`src/rtl/hazard_pkg.sv`:
```
// Shared types and constants for the LEGv8 pipeline hazard controller.
package hazard_pkg;

    localparam int REG_W = 5;
    localparam logic [REG_W-1:0] REG_XZR = 5'd31;
    localparam logic [31:0] NOP_IC = 32'h0;

    // RUN: normal flow; MEM_WAIT: frozen on a slow data access; MEM_ERR: frozen until reset
    typedef enum logic [1:0] {
        RUN      = 2'd0,
        MEM_WAIT = 2'd1,
        MEM_ERR  = 2'd2
    } hazard_state_e;

    // A load in EX whose destination feeds the instruction in ID; XZR is never a real producer
    function automatic logic load_use_hit(
        input logic             id_valid,
        input logic             ex_mem_read,
        input logic [REG_W-1:0] ex_wr,
        input logic [REG_W-1:0] id_rn,
        input logic [REG_W-1:0] id_rm,
        input logic             id_uses_rm
    );
        return id_valid & ex_mem_read & (ex_wr != REG_XZR) &
               ((ex_wr == id_rn) | (id_uses_rm & (ex_wr == id_rm)));
    endfunction

endpackage

```
`src/rtl/sat_counter.sv`:
```
// Up-counter that sticks at all-ones instead of wrapping; used for perf-debug counts.
module sat_counter #(
    parameter int W = 32
) (
    input  logic         clk,
    input  logic         clr_n,
    input  logic         inc,
    output logic [W-1:0] count
);

    localparam logic [W-1:0] ONE = {{(W-1){1'b0}}, 1'b1};

    logic [W-1:0] count_q;
    logic [W-1:0] count_d;

    // Next count: increment unless already saturated
    always_comb begin
        count_d = count_q;
        if (inc && (count_q != {W{1'b1}})) begin
            count_d = count_q + ONE;
        end
    end

    // Falling-edge register, aligned with the pipeline registers; clr_n clears asynchronously
    always_ff @(negedge clk or negedge clr_n) begin
        if (!clr_n) begin
            count_q <= '0;
        end else begin
            count_q <= count_d;
        end
    end

    assign count = count_q;

endmodule

```
`src/rtl/pipe_hazard_ctrl.sv`:
```
// Backward-direction pipeline control: load-use stalls, MEM-stage branch flushes and
// data-memory freezes, with saturating stall/flush counters.
//
// Data-memory handshake: mem_req is held high by EX/MEM for the whole access; the access
// completes in the cycle mem_ready is high (mem_req & mem_ready). While mem_req is high and
// mem_ready low, the pipeline is frozen and EX/MEM keeps presenting the same request.
module pipe_hazard_ctrl
    import hazard_pkg::*;
#(
    parameter int CNT_W       = 32,
    parameter int MEM_TIMEOUT = 64
) (
    input  logic             CLOCK,
    input  logic             RESET_N,
    input  logic             id_valid,
    input  logic [REG_W-1:0] id_rn,
    input  logic [REG_W-1:0] id_rm,
    input  logic             id_uses_rm,
    input  logic             ex_memRead,
    input  logic [REG_W-1:0] ex_write_reg,
    input  logic             mem_isZeroBranch,
    input  logic             mem_isUnconBranch,
    input  logic             mem_alu_zero,
    input  logic             mem_req,
    input  logic             mem_ready,
    output logic             pc_write_en,
    output logic             pc_src,
    output logic             ifid_write_en,
    output logic             ifid_flush,
    output logic             idex_write_en,
    output logic             idex_bubble,
    output logic             exmem_write_en,
    output logic             exmem_bubble,
    output logic             memwb_bubble,
    output logic             mem_error,
    output logic [CNT_W-1:0] stall_count,
    output logic [CNT_W-1:0] flush_count,
    output logic [1:0]       dbg_state
);

    // Wide enough to hold MEM_TIMEOUT plus headroom so the compare never aliases
    localparam int TO_W = $clog2(MEM_TIMEOUT + 2) + 1;
    localparam logic [TO_W-1:0] TO_ONE   = TO_W'(1);
    localparam logic [TO_W-1:0] TO_LIMIT = TO_W'(MEM_TIMEOUT);

    hazard_state_e   state_q, state_d;
    logic [TO_W-1:0] to_cnt_q, to_cnt_d;
    logic            mem_error_q, mem_error_d;

    logic memhaz;
    logic taken;
    logic loaduse;
    logic freeze;
    logic stall_inc;
    logic flush_inc;

    assign memhaz  = mem_req & ~mem_ready;
    assign taken   = mem_isUnconBranch | (mem_isZeroBranch & mem_alu_zero);
    assign loaduse = load_use_hit(id_valid, ex_memRead, ex_write_reg, id_rn, id_rm, id_uses_rm);

    // Next state, timeout tracking and the combinational pipeline controls
    always_comb begin
        state_d     = state_q;
        to_cnt_d    = to_cnt_q;
        mem_error_d = mem_error_q;
        stall_inc   = 1'b0;
        flush_inc   = 1'b0;

        pc_write_en    = 1'b1;
        pc_src         = 1'b0;
        ifid_write_en  = 1'b1;
        ifid_flush     = 1'b0;
        idex_write_en  = 1'b1;
        idex_bubble    = 1'b0;
        exmem_write_en = 1'b1;
        exmem_bubble   = 1'b0;
        memwb_bubble   = 1'b0;

        unique case (state_q)
            RUN:      freeze = memhaz;
            MEM_WAIT: freeze = ~mem_ready;
            default:  freeze = 1'b1;
        endcase

        if (freeze) begin
            // Hold every register; only MEM/WB advances, carrying a bubble
            pc_write_en    = 1'b0;
            ifid_write_en  = 1'b0;
            idex_write_en  = 1'b0;
            exmem_write_en = 1'b0;
            memwb_bubble   = 1'b1;
            if (state_q == RUN) begin
                stall_inc = 1'b1;
                state_d   = MEM_WAIT;
                to_cnt_d  = TO_ONE;
            end else if (state_q == MEM_WAIT) begin
                stall_inc = 1'b1;
                if (MEM_TIMEOUT != 0) begin
                    to_cnt_d = to_cnt_q + TO_ONE;
                    if (to_cnt_d >= TO_LIMIT) begin
                        state_d     = MEM_ERR;
                        mem_error_d = 1'b1;
                    end
                end
            end
        end else begin
            // RUN evaluation; also the release cycle out of MEM_WAIT
            state_d  = RUN;
            to_cnt_d = '0;
            if (taken) begin
                // Squash IF/ID, ID/EX and EX/MEM wrong-path work; load-use in ID is moot
                pc_src       = 1'b1;
                ifid_flush   = 1'b1;
                idex_bubble  = 1'b1;
                exmem_bubble = 1'b1;
                flush_inc    = 1'b1;
            end else if (loaduse) begin
                // Hold PC and IF/ID one cycle while a bubble lets the load reach MEM
                pc_write_en   = 1'b0;
                ifid_write_en = 1'b0;
                idex_bubble   = 1'b1;
                stall_inc     = 1'b1;
            end
        end

        if (!RESET_N) begin
            pc_write_en    = 1'b0;
            pc_src         = 1'b0;
            ifid_write_en  = 1'b0;
            ifid_flush     = 1'b1;
            idex_write_en  = 1'b0;
            idex_bubble    = 1'b1;
            exmem_write_en = 1'b0;
            exmem_bubble   = 1'b1;
            memwb_bubble   = 1'b1;
            stall_inc      = 1'b0;
            flush_inc      = 1'b0;
        end
    end

    // State, timeout counter and sticky error flag, on the pipeline's falling edge
    always_ff @(negedge CLOCK or negedge RESET_N) begin
        if (!RESET_N) begin
            state_q     <= RUN;
            to_cnt_q    <= '0;
            mem_error_q <= 1'b0;
        end else begin
            state_q     <= state_d;
            to_cnt_q    <= to_cnt_d;
            mem_error_q <= mem_error_d;
        end
    end

    sat_counter #(.W(CNT_W)) u_stall_cnt (
        .clk   (CLOCK),
        .clr_n (RESET_N),
        .inc   (stall_inc),
        .count (stall_count)
    );

    sat_counter #(.W(CNT_W)) u_flush_cnt (
        .clk   (CLOCK),
        .clr_n (RESET_N),
        .inc   (flush_inc),
        .count (flush_count)
    );

    assign mem_error = mem_error_q;
    assign dbg_state = state_q;

endmodule
```
`config.mk`:
```
export PLATFORM = sky130hd
export DESIGN_NAME = pipe_hazard_ctrl
export DESIGN_NICKNAME = d
export VERILOG_FILES = /design/src/rtl/hazard_pkg.sv /design/src/rtl/sat_counter.sv /design/src/rtl/pipe_hazard_ctrl.sv
export SDC_FILE = /design/constraint.sdc
export NUM_CORES = 1
export LEC_CHECK = 0
export ABC_AREA = 1
export BUFFER_PORTS_ARGS = -buffer_cell sky130_fd_sc_hd__buf_2
export CAP_MARGIN = 5
export CORE_UTILIZATION = 30
export CTS_CLUSTER_DIAMETER = 100
export DETAILED_ROUTE_END_ITERATION = 10
export PLACE_DENSITY = 0.55
export SLEW_MARGIN = 20
export SYNTH_ARGS = -nofsm -noshare
export SYNTH_HDL_FRONTEND = slang
export SYNTH_SLANG_ARGS = --single-unit
```
`constraint.sdc`:
```
create_clock -name CLOCK -period 2.2 [get_ports CLOCK]
set_input_delay 0 -clock CLOCK [delete_from_list [all_inputs] [get_ports CLOCK]]
set_output_delay 0 -clock CLOCK [all_outputs]
set_load 0.01 [all_outputs]
```
Yosys cells after proc, flatten, opt, wreduce, memory -nomap -nowiden
Cells that the tools add are included.

Output and inout port bits: 76. Bits in registers: 75. Logic and storage cells: 61. Input bits: 25.

Equality and inequality tests: 8. Bitwise gates (word level): 10. Add/sub/neg operators: 3. Mux-type cells: 29. $lt $le $gt $ge: 1. Reduce and logical (&&, ||, !) cells: 5.

Operator list (count): 32-bit by 1-bit adder with 32-bit output (second input constant) (2); 32-bit != test (second input constant) (2); 8-bit two-way mux (3); 1-bit two-way mux (21); 5-bit == test (2); 8-bit by 1-bit adder with 8-bit output (second input constant) (1); 8-bit by 7-bit greater-or-equal comparator with 1-bit output (second input constant) (1); 2-bit two-way mux (4); 1-bit AND (6); 3-bit by 1-bit != test with 1-bit output (second input constant) (2); 5-bit != test (second input constant) (1); 4-bit AND reduction (1); 2-bit by 1-bit == test with 1-bit output (second input constant) (1); 1-bit logical AND (2); 2-bit zero test (1); 1-bit inverter (2); 1-bit OR (2); 1-bit one-hot mux with 2 select lines (1); 2-bit AND reduction (1).

Longest topological paths before layout
Gate-level depths: netlist of the first run.

Depth in word-level cells: 9. Gate-level depth with buffers: 12. Depth with buffers taken out: 11.

Modules after synthesis
From an unflattened synthesis of the first run, not the netlist that was laid out.

Cell total of the unflattened synthesis: 803. Area, all modules: 5265.0 sq um.

Modules (own cells, without submodules): sat_counter (cells each 333, sequential area each 800.8 sq um, area each 2190.9 sq um, times used 2); pipe_hazard_ctrl (cells each 137, sequential area each 275.3 sq um, area each 883.3 sq um, times used 1).

==> results of run 1 <==
[path summary, 6_finish.rpt]
kind                       cells past startpoint            startpoint  slack, ns                     to
min in group asynchronous                      2               RESET_N       0.73            to_cnt_q[5]
max in group asynchronous                      3               RESET_N       0.76  u_flush_cnt.count[23]
hold / removal                                 2             mem_error       0.42              mem_error
setup reg to reg                              12  u_flush_cnt.count[1]       0.17   u_flush_cnt.count[7]
setup / recovery                               6          dbg_state[0]      -0.47            idex_bubble
hold reg to reg                                2             mem_error       0.42              mem_error
[critical path: stages (launching register included)]
cell and delay [ns]:
dfrtn_1 0.45, nor2_4 0.06, nor3_4 0.17, nor2_4 0.06, buf_4 0.13, a31o_2 0.23, buf_6 0.12
[metal layers]
metal	vias up	global-route usage, %	wire (um)
li1	2665	-	-
met1	2407	22.0	6870
met2	92	29.0	6970
met3	16	4.44	567
met4	0	4.15	184
met5	-	0	0
[per-stage QoR]
step,setup TNS [ns],cells,setup WS (ns)
2_1_floorplan,-2.66,752,-0.215
3_3_place_gp,-15.23,1091,-0.265
3_5_place_dp,-15.58,1091,-0.275
4_1_cts,-4.16,1110,-0.517
5_1_grt,-8.09,1122,-0.560
6_report,-3.97,1122,-0.472
[flip-flops by register name, indices dropped and copies added, names as in the netlist]
register,flops
dbg_state,2
mem_error,1
to_cnt_q,8
u_flush_cnt.count,32
u_stall_cnt.count,32
[final cells by class]
class / count / area (sq um) / area share (%)
clock inverter: 5 / 83.8 / 1.25
clock buffer: 11 / 243 / 3.61
tap: 220 / 275 / 4.10
timing repair buffer: 157 / 1100 / 16.4
sequential: 75 / 1880 / 27.9
inverter: 89 / 334 / 4.97
multi-input combinational: 565 / 2810 / 41.8
[placed cells by master (no fill, tap or decap), types with 8 or more instances in the layout]
cell / Yosys / final
nand4_1: 38 / 38
o21ai_0: 10 / 8
nor2_1: 80 / 76
inv_1: 84 / 84
clkbuf_16: 0 / 11
buf_4: 3 / 47
xor2_1: 29 / 29
xnor2_1: 21 / 21
nor3_1: 22 / 21
buf_2: 9 / 92
nand3_1: 34 / 34
dfrtn_1: 75 / 75
buf_6: 5 / 9
nand2_1: 285 / 282
o21ai_1: 8 / 10
[cell families (layout without fill, tap and decap cells)]
| kind of cell | after synthesis | after routing | synth area share [%] |
|---|---|---|---|
| XOR/XNOR | 50 | 50 | 8.58 |
| adder cells (fa/ha/maj) | 3 | 3 | 0.736 |
| flip-flops | 75 | 75 | 36.8 |
| buffers and inverters | 112 | 262 | 9.63 |
| AO/OA/AOI/OAI | 30 | 30 | 3.46 |
| AND/OR/NAND/NOR | 482 | 482 | 40.8 |
[what timing repair did]
action,4_1_cts,5_1_grt
endpoints found under the hold margin,0,0
resized for setup,12,14
hold buffers,0,0
setup buffers,3,10
setup endpoints to repair,11,51
pin swaps,2,2
gates cloned,0,2
[power by group through the flow]
stage	Sequential [mW]	Clock, mW	Combinational [mW]
final	1.39	1.65	0.113
after floorplan	1.41	0	0.0337
after global placement	1.41	0	0.108
after detailed placement	1.41	0	0.109
after global routing	1.39	1.76	0.130
after CTS	1.39	1.70	0.114
==> reports/qor.yml, run 1 <==
overflow: 0
fillerInstances: 1782
maxSlewHeadroom_pct: 60.8
htreeDepth: 3
slew_viol_final: 0
first_iter_violations: 289
die-area_sq_mm: 0.0175
drc: 0
place_congestion: 0.896
synth.area.top_cells: "dfrtn_1 (37%), nand2_1 (21%), inv_1 (6.2%)"
utilization_pct: 40.5
synth_cells: 752
fin_skew_ns: 0.00489
p_leak_nw: 3.45
start_util_pct: 30.8
place_hpwl_mm: 11.1
dieWidth_um: 132
status: "finished, violations left"
yosysUniqueCellTypes: 36
critPathKind: "flop to primary output"
violations: "setup timing"
hold_path.class: "flop to flop"
p_switching_mw: 0.688
cts.sink_count: 75
num_vias: 5180
hold_viol_final: 0
synthArstFlopShare_pct: 100
peakVddDrop_mv: 0.375
combPwrFrac_pct: 3.6
p_int_mw: 2.46
coreArea_sq_mm: 0.0166
antenna_found_initial: 0
seq_area_frac_synth_pct: 36.8
crit_path_start_kind: "flop"
grt_pass1_vias: 4961
die-height_um: 132
cts_max_path_buffers: 2
stdcell_area_sq_mm: 0.00672
cts_tree: "yes"
crit_fanout: 3
avgSynthCellArea_sq_um: 6.79
synth-edff-count: 0
yosys.area.top_type_share_pct: 36.8
area_growth_pct: 31.7
ant_nets: 0
p_total_mw: 3.15
diodes: 0
synthMostInstantiatedCell: "nand2_1"
firstDrtPassIters: 5
synth_warnings: 0
swShare_pct: 21.9
synthFlopType: "dfrtn_1"
hold_ws_ns: 0.416
io-pin-count: 101
clk-insertion-delay-late_ns: 0.35
finalSetupViolCount: 18
nNetsFinal: 925
cellPowerDensity_mw_per_mm2: 468
cp-end-kind: "primary output"
row_count: 47
grt_usage_pct: 17.2
path_clk_slew_ns: 0.05
place_area_sq_mm: 0.00614
clockRootBuffer: "clkbuf_16"
setup_ws_ns: -0.472
netlist_top_cells_count: "nand2_1 (285), inv_1 (84), nor2_1 (80)"
synthesis.nets: 780
cp.arrival_ns: 2.67
drive_gt1_share_pct: 22.8
cp.required_ns: 2.20
yosys.area.top_type: "dfrtn_1"
routedWlPerCell_um: 13.0
rsz0062_at_grt: "yes"
portBuffers: 100
seqPwrFrac_pct: 44.1
numCtsBuffers: 9
grt_max_degree: 45
grt_first_pass_wirelength_mm: 24.1
synthesis.area_sq_mm: 0.00510
power_frac_clock_pct: 52.4
vias_per_cell: 4.62
drt_wl_total_mm: 14.6
tightest_slew_ns: 0.588
ys_ff_latch: 75
max-cap-violations: 0
Power figures use the tool's default switching activity.
==> run 2, diff against run 1 <==
--- a/config.mk
+++ b/config.mk
@@ -5,13 +5,12 @@
 export SDC_FILE = /design/constraint.sdc
 export NUM_CORES = 1
 export LEC_CHECK = 0
-export ABC_AREA = 1
 export BUFFER_PORTS_ARGS = -buffer_cell sky130_fd_sc_hd__buf_2
 export CAP_MARGIN = 5
 export CORE_UTILIZATION = 30
 export CTS_CLUSTER_DIAMETER = 100
 export DETAILED_ROUTE_END_ITERATION = 10
-export PLACE_DENSITY = 0.55
+export PLACE_DENSITY = 0.56
 export SLEW_MARGIN = 20
 export SYNTH_ARGS = -nofsm -noshare
 export SYNTH_HDL_FRONTEND = slang
==> reports/qor.yml, run 2 <==
slew_viol_final: 0
die-height_um: 117
place_hpwl_mm: 6.84
cp_slowest_cell: "dfrtn_1"
violations: "setup timing"
critPathKind: "flop to primary output"
critPathBufInv: 2
hold_ws_ns: 0.418
met1_usage_pct: 20.1
hold_path.class: "flop to flop"
routedWlPerCell_um: 14.3
numCtsBuffers: 9
row_count: 41
grt_util_met3_pct: 4.27
worstHoldPathCells: 1
peakVddDrop_mv: 0.346
maxSlewHeadroom_pct: 76.1
max-cap-violations: 0
cp.arrival_ns: 2.72
drive_gt1_share_pct: 46.7
synthMostInstantiatedCell: "dfrtn_1"
dieWidth_um: 117
cts.sink_count: 75
cp-end-kind: "primary output"
finalSetupTns_ns: -6.65
yosys.area.top_type: "dfrtn_1"
seq_area_frac_synth_pct: 47.5
rsz0062_at_grt: "yes"
final_common_cell: "buf_2"
coreArea_sq_mm: 0.0127
grt_pass1_vias: 3389
diodes: 0
crit_chain: "o21bai_4, buf_6, or2b_1, o21ai_2, o21bai_1, buf_2"
synth.area.top_cells: "dfrtn_1 (47%), xnor2_1 (8.2%), xor2_1 (7.5%)"
die-area_sq_mm: 0.0136
clockRootBuffer: "clkbuf_16"
first_iter_violations: 137
ant_nets: 0
cts_max_path_buffers: 2
path_clk_slew_ns: 0.04
use_met2_pct: 26.0
crit_fanout: 2
clk-insertion-delay-late_ns: 0.34
grt_first_pass_wirelength_mm: 16.6
yosys.area.top_type_share_pct: 47.5
firstDrtPassIters: 4
overflow: 0
cp.required_ns: 2.20
synth_cells: 373
avgSynthCellArea_sq_um: 10.6
crit_family: "compound AO/OA/AOI/OAI gates"
fin_skew_ns: 0.00577
drc: 0
cpPeakStageDelay_ns: 0.37
synthFlopType: "dfrtn_1"
grt_usage_pct: 15.9
cp-startpoint: "dbg_state[0]"
area_growth_pct: 53.8
synthesis.area_sq_mm: 0.00395
synth-edff-count: 0
vias_per_cell: 4.75
io-pin-count: 101
crit_cells: 6
ys_ff_latch: 75
netlist_top_cells_count: "dfrtn_1 (75), xnor2_1 (37), nand2_1 (36)"
critPathCapture: "idex_bubble"
utilization_pct: 47.8
num_vias: 3352
grt_max_degree: 77
rrSetupSlack_ns: 0.03
setup_ws_ns: -0.519
antenna_found_initial: 0
synthesis.nets: 401
reg2reg_depth: 8
r2r_end: "u_flush_cnt.count[0]"
crit_path_start_kind: "flop"
htreeDepth: 3
r2r-start: "u_flush_cnt.count[21]"
nNetsFinal: 556
status: "finished, violations left"
synth_warnings: 0
portBuffers: 100
p_leak_nw: 2.92
drt_wl_total_mm: 10.1
tightest_slew_ns: 0.359
finalSetupViolCount: 41
synthArstFlopShare_pct: 100
top_usage_layer: "met2"
hold_viol_final: 0
layout_common_cells: "buf_2 (87), dfrtn_1 (75), buf_4 (42), xor2_1 (34), nand2_1 (31)"
place_congestion: 0.775
cellPowerDensity_mw_per_mm2: 665
yosysUniqueCellTypes: 54
fillerInstances: 1202
cts_tree: "yes"
start_util_pct: 31.1
## run 2: changes by cell type in the layout (fill, tap and decap cells not counted), sizes merged, moves of 5 or more
cell   delta
nor4      +5
and3     +19
o21ai     -5
nand4    -22
xnor2    +16
nand2   -251
inv      -86
nor2     -75
xor2      +5
nand3     -8
and4      +6
## run 2: power breakdown
part           switching [mW]  leakage, nW  internal [mW]
clock network           0.542        0.150          0.972
logic                   0.447         1.76          0.448
registers               0.120         1.01           1.51
## run 2: logic make-up (layout without fill, tap and decap cells)
family                   after synthesis  in the layout  synth area share, %
flip-flops                            75             75                 47.5
AO/OA/AOI/OAI                         33             33                 6.77
adder cells (fa/ha/maj)                3              3                0.949
multiplexers                           4              4                 1.11
AND/OR/NAND/NOR                      169            169                 25.2
XOR/XNOR                              71             71                 15.7
buffers and inverters                 18            178                 2.82
## run 2: metal layers
metal	vias to the layer above	routed length, um
met5	-	0
met4	0	126
met3	10	462
met2	93	4990
met1	1616	4500
li1	1633	-
## run 2: how the worst min path moves through the flow
stage                          startpoint               endpoint
CTS                     mem_isUnconBranch            pc_write_en
global placement     u_flush_cnt.count[4]   u_flush_cnt.count[4]
floorplan                         RESET_N           exmem_bubble
detailed placement   u_flush_cnt.count[7]   u_flush_cnt.count[7]
global route        u_flush_cnt.count[31]  u_flush_cnt.count[31]
finish              u_flush_cnt.count[12]  u_flush_cnt.count[12]
## run 2: timing repair
item | in CTS | in global routing
setup buffers | 10 | 6
endpoints found under the setup margin | 55 | 72
hold endpoints to repair | 0 | 0
gates cloned | 1 | 0
pin swaps | 33 | 40
hold buffers | 0 | 0
gates resized for setup | 66 | 38
## run 2: worst register-to-register path, cell delays in order (launching register included)
cell,delay (ns)
dfrtn_1,0.48
and4_1,0.25
and3_4,0.22
and4_1,0.40
a31oi_4,0.15
buf_12,0.16
buf_6,0.11
buf_4,0.12
xor2_1,0.13
## run 2: per-stage QoR
stage / cell area, sq um / instances / power [mW] / setup WS (ns)
3_3_place_gp: 5060 / 671 / 2.39 / -0.439
2_1_floorplan: 4110 / 373 / 2.02 / -0.272
4_1_cts: 5800 / 698 / 4.05 / -0.532
3_5_place_dp: 5060 / 671 / 2.41 / -0.474
6_report: 6080 / 705 / 4.04 / -0.519
5_1_grt: 6080 / 705 / 4.26 / -0.598
## run 2: cell type report
cell class,instances,area (sq um),share of cell area [%]
clock buffers,15,278,4.57
inverters,4,20.0,0.329
flip-flops and latches,75,1880,30.9
multi-input cells,280,2480,40.8
well taps,172,215,3.54
clock inverters,1,30.0,0.494
repair buffers,158,1180,19.4
==> run 3, diff against run 2 <==
--- a/config.mk
+++ b/config.mk
@@ -10,7 +10,7 @@
 export CORE_UTILIZATION = 30
 export CTS_CLUSTER_DIAMETER = 100
 export DETAILED_ROUTE_END_ITERATION = 10
-export PLACE_DENSITY = 0.56
+export PLACE_DENSITY = 0.5
 export SLEW_MARGIN = 20
 export SYNTH_ARGS = -nofsm -noshare
 export SYNTH_HDL_FRONTEND = slang
==> constraint.sdc (replaced) <==
create_clock -name CLOCK -period 2.8 [get_ports CLOCK]
set_input_delay 0 -clock CLOCK [delete_from_list [all_inputs] [get_ports CLOCK]]
set_output_delay 0 -clock CLOCK [all_outputs]
set_load 0.01 [all_outputs]
==> reports/qor.yml, run 3 (synthesized netlist as in run 2, its figures left out) <==
status: "finished, violations left"
violations: "setup timing"
hold_path.class: "flop to flop"
finalSetupViolCount: 6
cts_tree: "yes"
hold_ws_ns: 0.430
path_clk_slew_ns: 0.04
antenna_found_initial: 0
die-area_sq_mm: 0.0136
cts_max_path_buffers: 2
dieWidth_um: 117
rsz0062_at_grt: "yes"
crit_path_start_kind: "flop"
die-height_um: 117
final_common_cell: "buf_2"
clockRootBuffer: "clkbuf_16"
max-cap-violations: 0
crit_fanout: 2
utilization_pct: 40.7
maxSlewHeadroom_pct: 38.3
firstDrtPassIters: 4
cp-end-kind: "primary output"
cp.required_ns: 2.80
drc: 0
htreeDepth: 3
vias_per_cell: 4.77
grt_pass1_vias: 3140
place_congestion: 0.740
cts.sink_count: 75
first_iter_violations: 174
fin_cells: 677
finalSetupTns_ns: -1.02
pre_cts_ws_ns: -0.370
fillerInstances: 1298
drive_gt1_share_pct: 34.9
coreArea_sq_mm: 0.0127
ant_nets: 0
place_hpwl_mm: 6.64
critPathKind: "flop to primary output"
row_count: 41
portBuffers: 100
placed_cells: 659
numCtsBuffers: 9
cts_hold_buf: 0
peakVddDrop_mv: 0.261
stdcell_area_sq_mm: 0.00518
io-pin-count: 101
cp.arrival_ns: 3.06
layout_common_cells: "buf_2 (95), dfrtn_1 (75), xnor2_1 (37), nand2_1 (36), xor2_1 (34)"
grt_first_pass_wirelength_mm: 15.4
nNetsFinal: 528
p_leak_nw: 2.56
crit_family: "compound AO/OA/AOI/OAI gates"
fin_skew_ns: 0.00361
drt_wl_total_mm: 9.35
routedWlPerCell_um: 13.8
tightest_slew_ns: 0.925
crit_chain: "o21bai_4, buf_6, or2b_4, o21ai_2, o21bai_4, buf_6"
cp_slowest_cell: "dfrtn_1"
critPathBufInv: 2
diodes: 0
start_util_pct: 31.1
num_vias: 3226
place_area_sq_mm: 0.00479
cpPeakStageDelay_ns: 0.37
slew_viol_final: 0
hold_viol_final: 0
setup_ws_ns: -0.255
p_total_mw: 2.94
grt_usage_pct: 14.8
overflow: 0
area_growth_pct: 31.0
clk-insertion-delay-late_ns: 0.34
grt_max_degree: 71
cellPowerDensity_mw_per_mm2: 568
==> run 3: cell count changes in the layout (fill, tap and decap cells not counted), sizes merged <==
cell and delta:
buf -28, bufinv -1, clkinv +1
==> run 3: final timing paths <==
path	start	endpoint	slack (ns)	cells past startpoint
max	dbg_state[0]	idex_bubble	-0.26	6
min	mem_error	mem_error	0.43	1
max reg2reg	u_stall_cnt.count[2]	u_stall_cnt.count[15]	0.49	7
min reg2reg	mem_error	mem_error	0.43	1
max in group asynchronous	RESET_N	u_flush_cnt.count[0]	0.98	2
min in group asynchronous	RESET_N	to_cnt_q[3]	0.86	2
==> run 3: timing repair <==
action,CTS,global route
pin swaps,1,2
hold endpoints to repair,0,0
endpoints found under the setup margin,9,26
setup buffers,2,0
gates resized for setup,7,6
==> run 3: where the power goes <==
part	total (mW)	internal, mW	switching [mW]
registers	1.32	1.19	0.128
logic	0.492	0.234	0.258
clock network	1.13	0.696	0.438
==> run 3: layer usage <==
| metal | GRT usage (%) | up-vias | routed length, um |
|---|---|---|---|
| li1 | - | 1570 | - |
| met3 | 3.76 | 14 | 530 |
| met4 | 7.85 | 0 | 216 |
| met1 | 19.2 | 1556 | 4340 |
| met2 | 22.8 | 86 | 4260 |
| met5 | 0 | - | 0 |
==> run 3: area by class of cell <==
cell class | count | area [sq um] | share of cell area [%]
clock buffer | 15 | 288 | 5.55
clock inverter | 1 | 5.00 | 0.0966
inverter | 4 | 20.0 | 0.386
multi-input combinational | 280 | 2020 | 38.9
sequential | 75 | 1880 | 36.2
tap | 172 | 215 | 4.15
timing repair buffer | 130 | 761 | 14.7
==> run 3: worst register-to-register path, cell delays in order (launching register included) <==
cell and delay [ns]:
dfrtn_1 0.50, and4_1 0.27, nand2_1 0.14, nor3_2 0.30
and3_1 0.50, buf_4 0.24, nor3_1 0.06, xor2_1 0.14
